## src/rtl/mem_port_arbiter.sv

```systemverilog
// Round-robin arbiter sharing one single-port memory between instruction fetch
// and data memory. Each access is sequenced as issue, fixed-latency wait, capture, ack.
module mem_port_arbiter #(
  parameter int MEM_LAT = 2
) (
  input  logic        clk,
  input  logic        rst,
  input  logic        if_req,
  output logic        if_ack,
  input  logic        dm_req,
  input  logic        dm_we,
  output logic        dm_ack,
  output logic        mem_sel,
  output logic        mem_en,
  output logic        mem_we,
  input  logic [31:0] mem_rdata,
  output logic [31:0] rdata,
  output logic        busy
);

  // Handshake: a requester raises req and holds it (with address, dm_we and write
  // data) stable until it sees its one-cycle ack, then drops req the cycle after.
  // Any req seen high while the FSM is IDLE starts a new access.

  typedef enum logic [1:0] {
    IDLE  = 2'd0,
    ISSUE = 2'd1,
    WAIT  = 2'd2,
    RESP  = 2'd3
  } state_t;

  state_t      state_q, state_d;
  logic        sel_q, sel_d;    // 1 = DM side owns the memory
  logic        last_q, last_d;  // side granted most recently, 1 = DM
  logic        wr_q, wr_d;      // current access is a DM write
  logic [3:0]  cnt_q, cnt_d;
  logic [31:0] rdata_q, rdata_d;

  always_ff @(posedge clk) begin
    if (rst) begin
      state_q <= IDLE;
      sel_q   <= 1'b0;
      last_q  <= 1'b0;
      wr_q    <= 1'b0;
      cnt_q   <= 4'd0;
      rdata_q <= 32'd0;
    end else begin
      state_q <= state_d;
      sel_q   <= sel_d;
      last_q  <= last_d;
      wr_q    <= wr_d;
      cnt_q   <= cnt_d;
      rdata_q <= rdata_d;
    end
  end

  always_comb begin
    state_d = state_q;
    sel_d   = sel_q;
    last_d  = last_q;
    wr_d    = wr_q;
    cnt_d   = cnt_q;
    rdata_d = rdata_q;
    mem_en  = 1'b0;
    mem_we  = 1'b0;
    if_ack  = 1'b0;
    dm_ack  = 1'b0;

    unique case (state_q)
      IDLE: begin
        // With both requesting, the side not granted last time wins.
        if (if_req || dm_req) begin
          if (if_req && dm_req) begin
            sel_d  = ~last_q;
            last_d = ~last_q;
          end else begin
            sel_d  = dm_req;
            last_d = dm_req;
          end
          state_d = ISSUE;
        end
      end
      ISSUE: begin
        mem_en  = 1'b1;
        mem_we  = sel_q & dm_we;
        wr_d    = sel_q & dm_we;
        cnt_d   = 4'(MEM_LAT - 1);
        state_d = WAIT;
      end
      WAIT: begin
        if (cnt_q == 4'd0) begin
          if (!wr_q) rdata_d = mem_rdata;
          state_d = RESP;
        end else begin
          cnt_d = cnt_q - 4'd1;
        end
      end
      RESP: begin
        if_ack  = ~sel_q;
        dm_ack  = sel_q;
        state_d = IDLE;
      end
      default: state_d = IDLE;
    endcase
  end

  assign mem_sel = sel_q;
  assign rdata   = rdata_q;
  assign busy    = (state_q != IDLE);

endmodule

```

## config.mk

```make
export PLATFORM = sky130hd
export DESIGN_NAME = mem_port_arbiter
export DESIGN_NICKNAME = d
export VERILOG_FILES = /design/src/rtl/mem_port_arbiter.sv
export SDC_FILE = /design/constraint.sdc
export NUM_CORES = 1
export LEC_CHECK = 0
export ABC_CLOCK_PERIOD_IN_PS = 5050
export BUFFER_PORTS_ARGS = -buffer_cell sky130_fd_sc_hd__buf_2
export CAP_MARGIN = 25
export CORE_ASPECT_RATIO = 0.8
export CORE_MARGIN = 2
export CORE_UTILIZATION = 40
export DETAILED_ROUTE_END_ITERATION = 10
export PLACE_DENSITY_LB_ADDON = 0.3
export SYNTH_ARGS = -nofsm -noshare
export SYNTH_HDL_FRONTEND = slang
export SYNTH_SLANG_ARGS = --single-unit
```

## constraint.sdc

```tcl
create_clock -name clk -period 5.05 [get_ports clk]
set_clock_uncertainty 0.15 [all_clocks]
set_input_delay 0.2525 -clock clk [delete_from_list [all_inputs] [get_ports clk]]
set_output_delay 0.2525 -clock clk [all_outputs]
set_load 0.01 [all_outputs]
```

==> metrics.md <==
| Metric | Value |
|---|---|
| Clock tree from TritonCTS | done |
| Met1 routing resource usage after global routing | 0.232 |
| Routed wire per std cell | 12.9 um |
| Area contributors post-synth | sky130_fd_sc_hd__dfxtp_1, sky130_fd_sc_hd__a21oi_1, sky130_fd_sc_hd__nand3_1 |
| Highest clock frequency the design can meet | 442 MHz |
| Cell chosen for the clock root | sky130_fd_sc_hd__clkbuf_8 |
| Most utilized layer in the global route result | met2 |
| Placed Cells | 317 |
| Library cell occupying the most area in the post-synthesis netlist | sky130_fd_sc_hd__dfxtp_1 |
| Number of max-slew violations in the final report | 0 |
| Worst-path clk slew | 0.07 ns |
| Number of setup buffers added after CTS | 0 |
| Initial antenna violation count | 0 |
| Relative area change from synthesis to final layout | 27.8% |
| Start-to-end type of the worst setup path | reg -> reg |
| Count of hold-fix buffers inserted at cts | 0 |
| Capture endpoint of the worst hold path | last_q |
| DR DRC count | 0 |
| GR met2 Demand/Resource | 0.283 |
| Share of the clock period used by the worst path after layout | 0.448 |
| Yosys Warn Count | 0 |
| Overall track demand over capacity in global routing | 0.176 |
| FF-to-FF setup slack | 2.79 ns |
| Register area share after synthesis | 0.467 |
| Type of the most critical hold path | in -> reg |
| # rows | 21 |
| LEAKAGE | 0.000963 uW |
| Number of synthesized register bits | 40 |
| Cells along the critical path | inv_1 > ha_1 > or3b_1 > a21boi_0 > o31ai_1 |
| Worst slew pin tran | 1.03 ns |
| Launch instance of the worst register-to-register path | cnt_q[0] |
| Setup violators final | 0 |
| Element type at the critical path start | register |
| Maximum fanout along the worst path | 36 |
| Library cell contributing the largest single delay on the critical path | sky130_fd_sc_hd__or3b_1 |
| Worst-Skew Late Latency | 0.28 ns |
| Relative slew slack | 0.312 |
| Via count normalized by instance count | 5.24 |
| WP data required | 5.09 ns |
| Antenna Violating Nets Remaining | 0 |
| Outcome | completed |
| Total global routing overflow | 0 |
| Reg-to-reg endpoint | state_q[1] |
| Number of nets in the synthesized netlist | 246 |
| Post-synth ARST share | 0 |
| Resized Gates After CTS | 0 |
| Worst endpoint data arrival time | 2.30 ns |
| Length of the first detailed-routing pass in iterations | 4 |
| RSZ-0062 raised after global routing | no |
| Final GP Congestion | 0.772 |
| Met3 track demand over resource in global routing | 0.0564 |
| Net count reported at finish | 311 |
| FF-to-FF path depth | 5 |
| Share of cells above drive strength 1 | 0.338 |
| Fillers | 411 |
| Pin count of the biggest net entering global routing | 42 |
| Power, Total | 1100 uW |
| Number of clock buffers inserted by TritonCTS | 5 |
| Detail Placement HPWL | 2.79 mm |
| Synthesized instance count | 203 |
| Distinct cell type count of the synthesized netlist | 32 |
| Die span in y | 62.5 um |
| DR vias | 1707 |
| Via count of the first global-routing pass | 1534 |
| Final Hold Vio Count | 0 |
| Area taken by flip-flops and latches | 801 um2 |
| Max-cap violation count | 0 |
| Die outline width | 77.2 um |
| Critical path endpoint category | register |
| Maximum resistive drop on vdd | 247 uV |
| Delay contributed by the slowest stage of the critical path | 0.86 ns |
| Leading register cell type out of synthesis | sky130_fd_sc_hd__dfxtp_1 |
| Hold path startpoint | if_req |
| Synthesized area per cell | 8.44 um2 |
| Initial DRC count | 92 |
| Fin crit period | 2.26 ns |
| Maximum root-to-sink buffer count | 2 |
| Number of input and output port buffers inserted | 74 |
| Final WL | 4.19 mm |
| Number of standard cells in the layout, taps in and fillers out | 326 |
| I/O pin total | 75 |
| Total clock sinks | 40 |
| Portion of synthesized cell area occupied by the leading cell type | 0.467 |
| Cell Area, Synth | 1710 um2 |
| Hold_ws | 0.0341 ns |
| Number of flops mapped to enable cells by yosys | 0 |
| Starting density of the core | 0.413 |
| End-of-flow core utilization | 0.527 |
| Post-Route Setup TNS | 0 ns |
| Area of the core region | 4150 um2 |
| Hold Path Depth | 2 |
| Area used by multi-input combinational logic | 793 um2 |
| Area of the die | 4820 um2 |
| H-Tree Depth | 2 |
| Number of antenna diodes | 0 |
| Global-route wire length before repair | 6.93 mm |
| Power per Cell Area | 501 nW/um2 |
[cells by family (layout without fill, tap and decap cells)]
logic type	Yosys count	count (layout)	share of synthesized area
muxes	1	1	0.00657
DFF	40	40	0.467
adders and majority gates	6	6	0.0438
AOI/OAI and AO/OA	78	78	0.243
buffers and inverters	27	93	0.0745
and+or+nand+nor	51	51	0.164
[layer usage]
metal  vias up  wire length [um]
li1        852                 -
met1       761              1950
met2        92              1770
met3         2               460
met4         0                14
met5         -                 0
[cells in the mapped netlist (all sizes together), types with 2 or more instances]
library cell / instances
dfxtp: 40
a21oi: 37
nand3: 34
o21ai: 32
clkbuf: 13
inv: 8
buf: 6
ha: 6
nor2b: 3
a311oi: 2
and3: 2
nand2b: 2
nor2: 2
nor3: 2
o211ai: 2
or3b: 2
[critical path: cells and delay by family (launching register included)]
family,cells,cell delay (ns)
fa+ha+maj,1,0.21
flops,1,0.37
compound gates,2,0.53
buf+inv,1,0.06
simple gates,1,0.86
[layout by cell type (no fill, tap or decap), types with 2 or more instances in the layout]
cell type / count
sky130_fd_sc_hd__buf_2: 74
sky130_fd_sc_hd__dfxtp_1: 40
sky130_fd_sc_hd__a21oi_1: 37
sky130_fd_sc_hd__nand3_1: 34
sky130_fd_sc_hd__o21ai_0: 26
sky130_fd_sc_hd__inv_1: 8
sky130_fd_sc_hd__o21ai_1: 6
sky130_fd_sc_hd__ha_1: 6
sky130_fd_sc_hd__clkbuf_8: 6
sky130_fd_sc_hd__nor2b_1: 2
sky130_fd_sc_hd__nand2b_1: 2
sky130_fd_sc_hd__o211ai_1: 2
sky130_fd_sc_hd__a311oi_1: 2
sky130_fd_sc_hd__nor2_1: 2
sky130_fd_sc_hd__nor3_1: 2
sky130_fd_sc_hd__clkinv_2: 2
sky130_fd_sc_hd__buf_4: 2
[power breakdown]
part | internal [uW] | switching (uW)
Sequential | 378 | 35.4
Combinational | 168 | 300
Clock | 109 | 107
[final cells by class]
class	count	share of cell area
Clock inverter	2	0.00457
Timing Repair Buffer	77	0.183
Multi-Input combinational cell	136	0.362
Inverter	8	0.0137
Clock buffer	6	0.0377
Sequential cell	40	0.366
Tap cell	57	0.0326
[per-stage QoR]
| stage | instance area [um2] | worst slack, ns |
|---|---|---|
| 2_1_floorplan | 1710 | 3.38 |
| 3_3_place_gp | 2080 | 2.84 |
| 3_5_place_dp | 2080 | 2.81 |
| 4_1_cts | 2170 | 2.79 |
| 5_1_grt | 2190 | 2.54 |
| 6_report | 2190 | 2.79 |
[sequential cells by signal (all words and copies together) (netlist names)]
register and cells:
wr_q 1, cnt_q 4, last_q 1, rdata 32, state_q 2
[worst max-delay path by stage]
stage	start	to	slack (ns)
finish	cnt_q[0]	state_q[1]	2.79
global route	cnt_q[0]	state_q[1]	2.54
CTS	cnt_q[0]	state_q[1]	2.79
detailed placement	cnt_q[0]	state_q[1]	2.81
global placement	cnt_q[0]	state_q[1]	2.84
floorplan	cnt_q[0]	cnt_q[3]	3.38
(Power assumes the default switching activity.)
